==> config.mk <==
export PLATFORM = sky130hd
export DESIGN_NAME = contador_mod10
export DESIGN_NICKNAME = d
export VERILOG_FILES = /design/src/rtl/contador_mod10.sv
export SDC_FILE = /design/constraint.sdc
export NUM_CORES = 1
export LEC_CHECK = 0
export BUFFER_PORTS_ARGS = -buffer_cell sky130_fd_sc_hd__buf_2
export CAP_MARGIN = 20
export CELL_PAD_IN_SITES_DETAIL_PLACEMENT = 1
export CELL_PAD_IN_SITES_GLOBAL_PLACEMENT = 1
export CORE_AREA = 2 2 39 41
export DETAILED_ROUTE_END_ITERATION = 10
export DIE_AREA = 0 0 41 43
export GPL_TIMING_DRIVEN = 0
export HOLD_SLACK_MARGIN = 0.15
export PLACE_DENSITY = 0.58
export SYNTH_ARGS = -nofsm -noshare
export SYNTH_HDL_FRONTEND = slang
export SYNTH_SLANG_ARGS = --single-unit
==> constraint.sdc <==
create_clock -name clk -period 1.88 [get_ports clk]
set_clock_uncertainty 0.15 [all_clocks]
set_input_delay 0.376 -clock clk [delete_from_list [all_inputs] [get_ports clk]]
set_output_delay 0.376 -clock clk [all_outputs]
set_load 0.02 [all_outputs]
==> src/rtl/contador_mod10.sv <==
// contador_mod10: single-digit BCD down-counter (modulus MODULUS, default 10).
//
// Ports:
//   clk    in           rising-edge clock
//   clrn   in           asynchronous active-low reset, forces count to 0
//   data   in  [WIDTH]  parallel load value
//   loadn  in           active-low synchronous load (beats en)
//   en     in           active-high count enable (decrement, 0 wraps to MODULUS-1)
//   count  out [WIDTH]  registered digit value
//   tc     out          borrow to the next digit: en & (count == 0) & loadn
//   zero   out          count == 0
//
// Optional feature macro: CONTADOR_MOD10_SAT_LOAD_EN
//   defined   : loads above MODULUS-1 are clamped to MODULUS-1
//   undefined : loads are taken verbatim; the next enabled edge from an
//               out-of-range value goes to MODULUS-1
module contador_mod10 #(
  parameter int unsigned MODULUS = 10,
  parameter int unsigned WIDTH   = 4
) (
  input  logic             clk,
  input  logic             clrn,
  input  logic [WIDTH-1:0] data,
  input  logic             loadn,
  input  logic             en,
  output logic [WIDTH-1:0] count,
  output logic             tc,
  output logic             zero
);

  localparam logic [WIDTH-1:0] MaxVal = WIDTH'(MODULUS - 1);

  logic [WIDTH-1:0] count_q, count_d;
  logic [WIDTH-1:0] load_val;

`ifdef CONTADOR_MOD10_SAT_LOAD_EN
  assign load_val = (data > MaxVal) ? MaxVal : data;
`else
  assign load_val = data;
`endif

  always_comb begin
    count_d = count_q;
    if (!loadn) begin
      count_d = load_val;
    end else if (en) begin
      // Wrap at zero; an out-of-range value also recovers to the top digit.
      if (count_q == '0 || count_q > MaxVal) begin
        count_d = MaxVal;
      end else begin
        count_d = count_q - 1'b1;
      end
    end
  end

  always_ff @(posedge clk or negedge clrn) begin
    if (!clrn) begin
      count_q <= '0;
    end else begin
      count_q <= count_d;
    end
  end

  assign count = count_q;
  assign zero  = (count_q == '0);
  assign tc    = en & zero & loadn;

endmodule

# Word-level counts from Yosys, hierarchy flattened
# Index checks and enable logic that the tools add are counted.
[op_classes]
addsub = 1
muxes = 3
n_lt_le_gt_ge = 1
reduce_logical = 2
bitwise = 2
n_eq_ne = 1
[ops]
columns = ["cell", "n"]
rows = [
  ["$mux 4", 3],
  ["$gt 4x4->1 const B", 1],
  ["$logic_not 4->1", 1],
  ["$sub 4x1->4 const B", 1],
  ["$and 1x1->1", 2],
  ["$ne 2x1->1 const B", 1],
  ["$logic_or 1x1->1", 1],
]
[totals]
wordCells = 11
regBits = 4

# Longest topological paths before layout
# Gate-level depths: netlist of the first run.
[depth]
word_depth = 5
depth_mapped = 5
ltp_nobuf = 5

# Worst setup path after synthesis of the first run
# OpenSTA, ideal clock, no wires.
[synth_path]
path_kind = "reg-to-output"
start = "register count_q[0], in the netlist count[0]"
end = "output port tc"
path_stages_with_launch = 5
t_arrival_ns = 1.152
n_path_buf = 0
t_required_ns = 1.354
setup_slack_ns = 0.202
path_cell_list = "dfrtp_1 -> inv_1 -> ha_1 -> nand2b_1 -> nor2_1"
[synth_between]
elab_chain_len = 3
[synth_rtl]
columns = ["element", "line_no", "rtl"]
rows = [
  ["from (decl)", "33", "logic [WIDTH-1:0] count_q, count_d;"],
  ["from (signal assigned)", "60", "count_q <= count_d;"],
  ["$logic_not 4->1", "65", "assign zero = (count_q == '0);"],
  ["$and 1x1->1 (2 in series)", "66", "assign tc = en & zero & loadn;"],
  ["to (decl)", "27", "output logic tc,"],
]
# No other way between the ends.

# Final worst setup path of the first run
# Ends and elaborated chain as after synthesis.

==> flow_summary.yaml, run 1 <==
cts:
  htreeDepth: 1
  numClockSinks: 4
  clock_path_buffers: 2
  cts_tree: "done"
  clk_latency_ns: 0.23
  cts_buffers: 3
  clk_pin_slew_ns: 0.04
  cts-root-buf: "clkbuf_4"
finish:
  diodes: 0
  syn_to_final_growth_pct: 45.5
  largest_reg_flops: 4
  final_cell_area_um2: 480
  fin_nets: 69
  fin_util_pct: 34.7
  drive_gt1_share_pct: 51.8
drt:
  drc: 0
  via_per_inst: 4.63
  vias: 333
  drt-initial-drc-count: 3
  wl_per_cell_um: 11.8
  drt_first_pass_iters: 4
  ant_nets: 0
  wl_um: 847
setup_path:
  crit_fanout: 5
  critPathLaunchType: "flip-flop"
  end_kind: "output pin"
  ff2ff_path_depth: 5
  path_cells: "inv_2, ha_2, nand2b_1, nor2_1, buf_4"
  cp_data_arrival_time_ns: 1.27
  cp_slowest_cell: "dfrtp_2"
  cp.required_ns: 1.35
  crit_type: "flip-flop to output pin"
  cpPeakStageDelay_ns: 0.43
floorplanning:
  initial_utilization_pct: 23.9
  io_pins: 14
  die_h_um: 43
  rows: 14
  dieArea_um2: 1760
  fp.dieW_um: 41
  core_area_um2: 1380
timing:
  rsz0062_at_grt: "no"
  fin_tns_setup_ns: 0
  tightestPinTransition_ns: 0.212
  period_needed_ns: 1.79
  finalSetupViolations: 0
  fmaxAchievable_mhz: 558
  relSlewSlack_pct: 85.9
  drv_slew: 0
  finalHoldViolCount: 0
  finalCritPeriodShare_pct: 95.3
logic_synthesis:
  synth-edff-count: 0
  synthesis.area_um2: 330
  yosys-top-cells-area: "dfrtp_1, ha_1, nand3b_4, inv_1, nand2b_1"
  async_flop_share_pct: 100
  syn_area_per_cell_um2: 9.18
  seq_area_frac_synth_pct: 30.3
  yosysMostFrequentCell: "inv_1"
  synth_nets: 47
  synthesis.instances: 36
  synth_cell_type_count: 20
  synth_top_area_share_pct: 30.3
  synth-seq-cells: 4
  synth_flop_cell: "dfrtp_1"
  synth_common_cells: "inv_1, dfrtp_1"
  yosys_warnings: 0
  yosys.area.top_type: "dfrtp_1"
power:
  p_total_uw: 357
  power-per-cell-area_nw_per_um2: 743
  power.leakage_nw: 0.245
  ir_drop_uv: 404
hold_path:
  whs_path_depth: 3
  hp-class: "primary input to flip-flop"
global_route:
  grt_pass1_wl_um: 1320
  grt_max_degree: 11
  grt.overflow.total: 0
  antenna_found_initial: 0
  grt_pass1_vias: 301
  grt_util_all_layers_pct: 11.0
place:
  dp_hpwl_um: 654
  dpl_cell_area_um2: 410
  place_congestion: 0.610
  port_buffers: 12
status:
  status: "complete, no violations"
job:
  cap_violations: 0
## per-stage QoR
step,cells,hold slack [ns],setup WS (ns)
after floorplan,36,-0.0696,0.202
after global placement,64,0.0332,0.198
after detailed placement,64,0.0366,0.203
after CTS,68,0.309,0.00545
after global routing,72,0.327,0.0106
final,72,0.309,0.0879
## layout by cell type (no fill, tap or decap), types with 2 or more instances in the layout
cell type	n
inv_2	2
buf_4	6
nor2_1	3
o22ai_1	3
ha_1	2
dfrtp_2	2
nand2_1	2
inv_1	3
buf_2	11
clkbuf_4	3
nand2b_1	3
dfrtp_1	2
## cell type report
cell class	count	area (um^2)
buffer	1	7.51
fill	175	903
timing repair buffer	17	103
sequential	4	103
clock buffer	3	22.5
multi-input combinational	26	206
inverter	5	18.8
tap	16	20.0
## cell families after synthesis
logic type      after synthesis  synth area share (%)
buf+inv                       6                  7.96
mux                           1                  3.03
fa+ha+maj                     3                  11.4
compound gates               10                  22.7
flops                         4                  30.3
simple gates                 12                  24.6
## layer usage
layer / up-vias / share of wire, % / track usage (%)
met5: - / 0 / 0
met4: 0 / 0 / 4.00
met3: 0 / 7.4 / 3.14
met2: 12 / 47 / 15.9
met1: 152 / 45 / 15.0
li1: 169 / - / -
## report_power, final
part           switching [mW]  internal (mW)
combinational          0.0698         0.0658
clock                  0.0340         0.0714
sequential             0.0170         0.0989
total                   0.121          0.236
## critical path: cells and delay by family, from the launching register on
| family | cells | cell delay, ns |
|---|---|---|
| DFF | 1 | 0.43 |
| adders and majority gates | 1 | 0.18 |
| buffers and inverters | 2 | 0.22 |
| and+or+nand+nor | 2 | 0.20 |
## worst paths after layout
kind | start | endpoint | slack, ns
worst max register to register | count[0] | count[1] | 0.29
worst min register to register | count[3] | count[3] | 0.41
worst max-delay path | count[0] | tc | 0.09
worst min-delay path | data[2] | count[2] | 0.31
max in group asynchronous | clrn | count[1] | 1.12
min in group asynchronous | clrn | count[0] | 0.33
## what timing repair did
action	CTS	global route
buffers inserted	0	4
hold endpoints to repair	4	0
cloned	0	0
hold buffers	1	0
setup endpoints to repair	2	2
gates resized for setup	2	4
Note: power is estimated with default switching activity, not from simulation.
==> inputs of run 2 (changes only) <==
PLACE_DENSITY = default   (was 0.58)
PLACE_DENSITY_LB_ADDON = 0.08   (was default)
==> flow_summary.yaml, run 2 (synthesis gave the netlist of run 1 again) <==
status:
  status: "complete, no violations"
timing:
  period_needed_ns: 1.74
  fin_tns_setup_ns: 0
  setup_ws_ns: 0.135
  rsz0062_at_grt: "no"
  finalSetupViolations: 0
  timing.hold.ws_ns: 0.329
  relSlewSlack_pct: 83.1
  tightestPinTransition_ns: 0.253
  fmaxAchievable_mhz: 573
  finalHoldViolCount: 0
  finalCritPeriodShare_pct: 92.8
  drv_slew: 0
floorplanning:
  fp.dieW_um: 41
  die_h_um: 43
  rows: 14
  dieArea_um2: 1760
  io_pins: 14
  initial_utilization_pct: 23.9
  core_area_um2: 1380
drt:
  drt_first_pass_iters: 2
  drt-initial-drc-count: 2
  ant_nets: 0
  wl_per_cell_um: 11.5
  wl_um: 819
  via_per_inst: 4.45
  vias: 316
  drc: 0
setup_path:
  critPathLaunchType: "flip-flop"
  crit_fanout: 3
  crit_type: "flip-flop to output pin"
  cp.required_ns: 1.35
  end_kind: "output pin"
  cp_data_arrival_time_ns: 1.22
finish:
  final_cell_mix: "buf_2, buf_4"
  drive_gt1_share_pct: 50.9
  fin_nets: 68
  final_common_cell: "buf_2"
  largest_reg_flops: 4
  diodes: 0
  syn_to_final_growth_pct: 46.2
cts:
  cts_tree: "done"
  numClockSinks: 4
  cts-root-buf: "clkbuf_4"
  htreeDepth: 1
  clk_latency_ns: 0.23
  clk_pin_slew_ns: 0.04
  cts_buffers: 3
  clock_path_buffers: 2
job:
  cap_violations: 0
power:
  p_total_uw: 355
  power.leakage_nw: 0.242
  power-per-cell-area_nw_per_um2: 735
  ir_drop_uv: 362
place:
  dpl_worst_slack_ns: 0.203
  place_congestion: 0.653
  dp_hpwl_um: 622
  port_buffers: 12
global_route:
  antenna_found_initial: 0
  grt_util_all_layers_pct: 10.6
  grt.overflow.total: 0
  grt_pass1_vias: 297
  grt_max_degree: 11
  grt_pass1_wl_um: 1250
hold_path:
  hp-class: "primary input to async pin"
-- run 2: cell types whose count changed in the layout (fill, tap and decap cells not counted), sizes merged --
| cell | delta |
|---|---|
| buf | -1 |
-- run 2: path summary, 6_finish.rpt --
check	from	to	slack (ns)	depth (start not counted)
max	count[1]	tc	0.14	5
min	clrn	count[0]	0.33	2
max reg2reg	count[0]	count[1]	0.31	5
min reg2reg	count[3]	count[3]	0.42	1
max in group asynchronous	clrn	count[1]	1.12	2
min in group clk	loadn	count[0]	0.33	2
-- run 2: through the flow --
stage	area, um^2	util, %	instances
6_report	483	34.9	71
3_5_place_dp	410	29.7	64
2_1_floorplan	330	-	36
3_3_place_gp	410	29.7	64
5_1_grt	483	34.9	71
4_1_cts	447	32.3	68
-- run 2: cell type report --
class	instances	area [um^2]
repair buffers	16	95.1
well taps	16	20.0
clock buffers	3	22.5
multi-input cells	26	216
flip-flops and latches	4	103
plain buffers	1	7.51
fillers	183	901
inverters	5	18.8
-- run 2: metal layers --
layer	up-vias	GRT usage [%]	part of all wire, %
li1	168	-	-
met5	-	0	0
met3	0	1.57	4.9
met2	8	15.0	45
met4	0	8.00	0
met1	140	13.6	50
-- run 2: power breakdown --
group	leakage (nW)	switching, mW	total [mW]	internal, mW
Sequential	0.0451	0.0165	0.115	0.0989
Clock	0.0138	0.0314	0.103	0.0712
Combinational	0.183	0.0727	0.137	0.0642
Total	0.242	0.121	0.355	0.234
-- run 2: critical path, stage by stage (launching register included) --
cell and delay [ns]:
dfrtp_2 0.41, inv_2 0.10, ha_4 0.15, nand2b_1 0.08, nor2_1 0.10, buf_4 0.15
-- run 2: timing repair --
action                                  4_1_cts  5_1_grt
pin swaps                                     0        2
endpoints found under the setup margin        2        2
setup buffers                                 0        3
hold buffers                                  1        0
endpoints found under the hold margin         4        0
gates resized for setup                       3        4
